$ cat src/rtl/fixed_point_pkg.sv
// Shared types and constant helpers for the fixed-point multiplier family.
// Products are carried at the widest supported size and sign/zero-extended.
package fixed_point_pkg;

  localparam int MAX_WIDTH = 64;
  localparam int PROD_W    = 2 * MAX_WIDTH;

  typedef struct packed {
    logic              valid;
    logic [PROD_W-1:0] product;
  } stage_t;

  function automatic logic [MAX_WIDTH-1:0] max_code(input int width, input bit sgn);
    logic [MAX_WIDTH-1:0] r;
    r = '0;
    for (int i = 0; i < MAX_WIDTH; i++) begin
      if (i < width) r[i] = 1'b1;
    end
    if (sgn) r[width-1] = 1'b0;
    return r;
  endfunction

  function automatic logic [MAX_WIDTH-1:0] min_code(input int width, input bit sgn);
    logic [MAX_WIDTH-1:0] r;
    r = '0;
    if (sgn) r[width-1] = 1'b1;
    return r;
  endfunction

  // Half an LSB of the scaled result; zero when there are no fractional bits.
  function automatic logic [PROD_W:0] round_const(input int frac);
    logic [PROD_W:0] r;
    r = '0;
    if (frac > 0) r[frac-1] = 1'b1;
    return r;
  endfunction

endpackage

$ cat src/rtl/fxp_round_sat.sv
// Combinational round-half-up, scale by FRAC and saturate/wrap to WIDTH bits.
// Input is a full product already sign- or zero-extended to PROD_W bits.
module fxp_round_sat
  import fixed_point_pkg::*;
#(
  parameter int WIDTH    = 32,
  parameter int FRAC     = 16,
  parameter int SIGNED   = 1,
  parameter int SATURATE = 1
) (
  input  logic [PROD_W-1:0] product,
  output logic [WIDTH-1:0]  res,
  output logic              ovf
);

  localparam logic [PROD_W:0]      RND  = round_const(FRAC);
  localparam logic [MAX_WIDTH-1:0] MAXC = max_code(WIDTH, SIGNED != 0);
  localparam logic [MAX_WIDTH-1:0] MINC = min_code(WIDTH, SIGNED != 0);

  logic [PROD_W:0] ext;
  logic [PROD_W:0] sum;
  logic [PROD_W:0] shifted;
  logic            fits;

  // One guard bit keeps the rounding add from overflowing.
  assign ext = {(SIGNED != 0) && product[PROD_W-1], product};
  assign sum = ext + RND;

  generate
    if (SIGNED != 0) begin : g_signed
      logic [PROD_W-WIDTH+1:0] hi;
      assign shifted = $unsigned($signed(sum) >>> FRAC);
      assign hi      = shifted[PROD_W:WIDTH-1];
      assign fits    = (hi == '0) || (&hi);
    end else begin : g_unsigned
      assign shifted = sum >> FRAC;
      assign fits    = (shifted[PROD_W:WIDTH] == '0);
    end
  endgenerate

  always_comb begin
    ovf = !fits;
    res = shifted[WIDTH-1:0];
    if (!fits && (SATURATE != 0)) begin
      if ((SIGNED != 0) && shifted[PROD_W]) res = MINC[WIDTH-1:0];
      else                                  res = MAXC[WIDTH-1:0];
    end
  end

endmodule

$ cat src/rtl/fixed_point_mult_pipe.sv
// Pipelined Q-format multiplier with rounding, saturation and overflow statistics.
// Latency STAGES cycles, 1 beat/cycle; whole pipe stalls when out_valid && !out_ready.
module fixed_point_mult_pipe
  import fixed_point_pkg::*;
#(
  parameter int WIDTH    = 32,
  parameter int FRAC     = 16,
  parameter int STAGES   = 3,
  parameter int SIGNED   = 1,
  parameter int SATURATE = 1,
  parameter int CNT_W    = 16
) (
  input  logic             clk,
  input  logic             reset,
  input  logic             in_valid,
  output logic             in_ready,
  input  logic [WIDTH-1:0] a,
  input  logic [WIDTH-1:0] b,
  output logic             out_valid,
  input  logic             out_ready,
  output logic [WIDTH-1:0] result,
  output logic             ovf,
  output logic             ovf_sticky,
  output logic [CNT_W-1:0] sat_count,
  input  logic             clr
);

  localparam logic [CNT_W-1:0] CNT_MAX = '1;
  localparam int               NPROD   = STAGES - 2;

  logic              adv;
  logic              op_vld;
  logic [WIDTH-1:0]  a_q;
  logic [WIDTH-1:0]  b_q;
  logic [PROD_W-1:0] prod_c;
  stage_t            fin;
  logic [WIDTH-1:0]  rs_res;
  logic              rs_ovf;

  assign adv      = !out_valid || out_ready;
  assign in_ready = adv;

  always_ff @(posedge clk or negedge reset) begin
    if (!reset) begin
      op_vld <= 1'b0;
      a_q    <= '0;
      b_q    <= '0;
    end else if (adv) begin
      op_vld <= in_valid;
      a_q    <= a;
      b_q    <= b;
    end
  end

  generate
    if (SIGNED != 0) begin : g_smul
      logic signed [2*WIDTH-1:0] ax;
      logic signed [2*WIDTH-1:0] bx;
      logic signed [2*WIDTH-1:0] px;
      assign ax     = {{WIDTH{a_q[WIDTH-1]}}, a_q};
      assign bx     = {{WIDTH{b_q[WIDTH-1]}}, b_q};
      assign px     = ax * bx;
      assign prod_c = PROD_W'(px);
    end else begin : g_umul
      logic [2*WIDTH-1:0] ax;
      logic [2*WIDTH-1:0] bx;
      logic [2*WIDTH-1:0] px;
      assign ax     = {{WIDTH{1'b0}}, a_q};
      assign bx     = {{WIDTH{1'b0}}, b_q};
      assign px     = ax * bx;
      assign prod_c = PROD_W'(px);
    end
  endgenerate

  // Trailing product registers are plain delays so synthesis can retime the multiplier into them.
  generate
    if (NPROD == 0) begin : g_direct
      assign fin = '{valid: op_vld, product: prod_c};
    end else begin : g_pipe
      stage_t pipe [NPROD];
      always_ff @(posedge clk or negedge reset) begin
        if (!reset) begin
          for (int i = 0; i < NPROD; i++) pipe[i] <= '0;
        end else if (adv) begin
          pipe[0] <= '{valid: op_vld, product: prod_c};
          for (int i = 1; i < NPROD; i++) pipe[i] <= pipe[i-1];
        end
      end
      assign fin = pipe[NPROD-1];
    end
  endgenerate

  fxp_round_sat #(
    .WIDTH    (WIDTH),
    .FRAC     (FRAC),
    .SIGNED   (SIGNED),
    .SATURATE (SATURATE)
  ) u_round_sat (
    .product (fin.product),
    .res     (rs_res),
    .ovf     (rs_ovf)
  );

  always_ff @(posedge clk or negedge reset) begin
    if (!reset) begin
      out_valid <= 1'b0;
      result    <= '0;
      ovf       <= 1'b0;
    end else if (adv) begin
      out_valid <= fin.valid;
      result    <= rs_res;
      ovf       <= fin.valid && rs_ovf;
    end
  end

  // clr wins over a same-cycle overflow event, which is then dropped.
  always_ff @(posedge clk or negedge reset) begin
    if (!reset) begin
      ovf_sticky <= 1'b0;
      sat_count  <= '0;
    end else if (clr) begin
      ovf_sticky <= 1'b0;
      sat_count  <= '0;
    end else if (out_valid && out_ready && ovf) begin
      ovf_sticky <= 1'b1;
      if (sat_count != CNT_MAX) sat_count <= sat_count + CNT_W'(1);
    end
  end

endmodule

$ cat config.mk
export PLATFORM = sky130hd
export DESIGN_NAME = fixed_point_mult_pipe
export DESIGN_NICKNAME = d
export VERILOG_FILES = /design/src/rtl/fixed_point_pkg.sv /design/src/rtl/fxp_round_sat.sv /design/src/rtl/fixed_point_mult_pipe.sv
export SDC_FILE = /design/constraint.sdc
export NUM_CORES = 2
export LEC_CHECK = 0
export ABC_AREA = 1
export CELL_PAD_IN_SITES_DETAIL_PLACEMENT = 0
export CELL_PAD_IN_SITES_GLOBAL_PLACEMENT = 1
export CORE_UTILIZATION = 24
export DETAILED_ROUTE_END_ITERATION = 16
export PLACE_DENSITY = 0.56
export SKIP_LAST_GASP = 1
export SLEW_MARGIN = 10
export SYNTH_ARGS = -nofsm -noshare
export SYNTH_HDL_FRONTEND = slang
export SYNTH_SLANG_ARGS = --single-unit
$ cat constraint.sdc
create_clock -name clk -period 23.7 [get_ports clk]
set_input_delay 2.37 -clock clk [delete_from_list [all_inputs] [get_ports clk]]
set_output_delay 2.37 -clock clk [all_outputs]
set_load 0.02 [all_outputs]
==> metrics <==
Hold Path Stages 2; NumNets Final 7,151; CTS root buffer clkbuf_16; Final Cycle Share 35.6%; FMAX 0.119 GHz; post-synthesis compound-gate area fraction 2.96%; post-synthesis cell area 0.0460 sq mm; R2R cell count 25; CP max-delay cell o21ai_0; DP Cell Count 8,311; Global Route Usage Sum 16.7%; max cap viols 0; clk sinks 166; Avg WL per Cell 18.6 um; crit-path max FO 25; first-pass GRT wire length 244 mm; Die Ht 440 um; clock slew at reported path FFs 0.08 ns; grt total ovfl 0; post-synthesis adder-cell area fraction 52.0%; Tmin final 8.44 ns; vias in the first global route 39,800; cell mode on critical path fa_1; Vias 35,500; setup repair after global routing missed its margin false; H-tree depth 4; PostCTS Resize Cnt 0; xor and xnor fraction of the mapped netlist area 1.20%; Post-DRT Antenna Nets 0; initial DRC count 1,942; FF+latch count, synth 166; DPL Wire Length 128 mm; Worst-Skew Late Latency 0.57 ns; Slew Viols, Final 0; Netlist cell types 39; endpoint class of the critical path flop; Post-Synthesis Cells 5,890; Worst Path Required 24.14 ns; layout cells sized above 1 2.40%; Setup Viol. Count Final 0; syn nets 7,222; CTS buffer count 17; routability cong. 0.882; IO Pins 121; Post-Synth Simple-Gate Area 18.9%; CP arrival 8.88 ns; Final Hold Fails 0; Synth Area per Inst 7.81 sq um; postcts setup bufs 0; Max-slew headroom 21.8%; startpoint class of the critical path flop; placeable core area 0.190 sq mm; non-filler instance count after layout 8,345; commonest non-fill, non-tap cell in the layout nand2_1; post-synthesis mux area share 0%; largest family of logic cells by synthesized area adder cells; largest net degree at the start of global routing 84; worst hold path class reg -> reg; final critical-path setup slack 15.26 ns; # port buffers 120; hold buffers post-CTS 0; die area 0.193 sq mm; Initial Util 24.2%; row count 160; critical path class reg -> reg; vias per cell 4.26; Yosys warning count 0; Util after Layout 26.5%; post-synthesis sequential area ratio 9.03%; CTS tree built; clock buffer depth 2; Placement Setup Slack 15.30 ns; status finished, final reports clean; Worst Tran Pin Value 1.16 ns; Die W 440 um; max incr delay on CP 0.76 ns; DR DRC count 0; initial antenna violation count 2; DR pass1 iterations 5; Layout area overhead 9.63%; Setup Skew 0.0419 ns; most frequent cells in the layout nand2_1 (1,773), inv_1 (1,643), fa_1 (1,081), nor2_1 (254), ha_1 (182); final wirelength 155 mm; setup tns final 0 ns
==> critical path: cells and delay by family (launching register included) <==
| kind | cells | cell delay, ns |
|---|---|---|
| compound gates | 4 | 1.67 |
| fa+ha+maj | 9 | 4.45 |
| buf+inv | 6 | 0.89 |
| flops | 1 | 0.75 |
| simple gates | 6 | 0.54 |
==> final cells by class <==
cell class | instances | area (sq um)
Timing Repair Buffer | 192 | 1750
Inverter | 1647 | 6190
Clock inverter | 14 | 199
Tap cell | 2511 | 3140
Sequential cell | 166 | 4160
Antenna cell | 2 | 5.00
Clock buffer | 18 | 429
Multi-Input combinational cell | 3795 | 34600
Fill cell | 20800 | 140000
==> layer usage <==
metal	part of all wire (%)	GRT usage [%]	vias up
met5	0	0	-
met4	1.8	3.63	0
met3	2.5	1.24	107
met2	52	30.9	546
met1	43	21.0	18500
li1	-	-	16400
==> flip-flops by register name, summed over array words and instances (netlist names) <==
register	count
fin	50
a_q	32
b_q	32
result	32
sat_count	16
op_vld	1
out_valid	1
ovf	1
ovf_sticky	1
==> path summary, 6_finish.rpt <==
check                      slack, ns                start              endpoint
max reg2reg                    15.26  a_q[22]$_DFFE_PN0P_   fin[62]$_DFFE_PN0P_
min in group asynchronous       1.86                reset  fin[128]$_DFFE_PN0P_
max                            15.26  a_q[22]$_DFFE_PN0P_   fin[62]$_DFFE_PN0P_
min reg2reg                     0.48   op_vld$_DFFE_PN0P_  fin[128]$_DFFE_PN0P_
max in group asynchronous      20.29                reset    a_q[7]$_DFFE_PN0P_
min                             0.48   op_vld$_DFFE_PN0P_  fin[128]$_DFFE_PN0P_
==> Yosys cell counts, drive strengths merged <==
master | n | area share [%]
a21o | 4 | 0.065
o21bai | 10 | 0.16
a21oi | 101 | 1.1
nor4 | 3 | 0.041
o211ai | 1 | 0.016
o21a | 4 | 0.065
or2 | 11 | 0.15
buf | 13 | 0.21
inv | 1647 | 13
nor3 | 19 | 0.21
and3b | 1 | 0.019
o221ai | 2 | 0.038
dfrtp | 166 | 9.0
nand3 | 92 | 1.0
clkbuf | 269 | 2.2
a31o | 1 | 0.019
a211oi | 3 | 0.049
nor2 | 265 | 2.3
o21ai | 109 | 1.2
a31oi | 10 | 0.14
ha | 182 | 5.0
a21boi | 5 | 0.082
o311ai | 1 | 0.019
and2 | 1 | 0.014
xor2 | 24 | 0.46
nand2 | 1777 | 15
fa | 1081 | 47
o2111ai | 1 | 0.019
xnor2 | 39 | 0.74
nand3b | 9 | 0.15
nand4 | 39 | 0.53
==> cell families after synthesis <==
group | Yosys count
buffers and inverters | 1929
adder cells (fa/ha/maj) | 1263
flip-flops | 166
AND/OR/NAND/NOR | 2217
AO/OA/AOI/OAI | 252
XOR/XNOR | 63
==> through the flow <==
stage / hold WS [ns] / cell area (sq um)
after floorplan: 0.445 / 46000
after global placement: 0.465 / 49800
after detailed placement: 0.465 / 49800
after CTS: 0.483 / 50400
after global routing: 0.515 / 50400
final: 0.479 / 50400
Power is not shown: default switching activity piles up to over one toggle a cycle in this logic, so the estimate is an artifact.
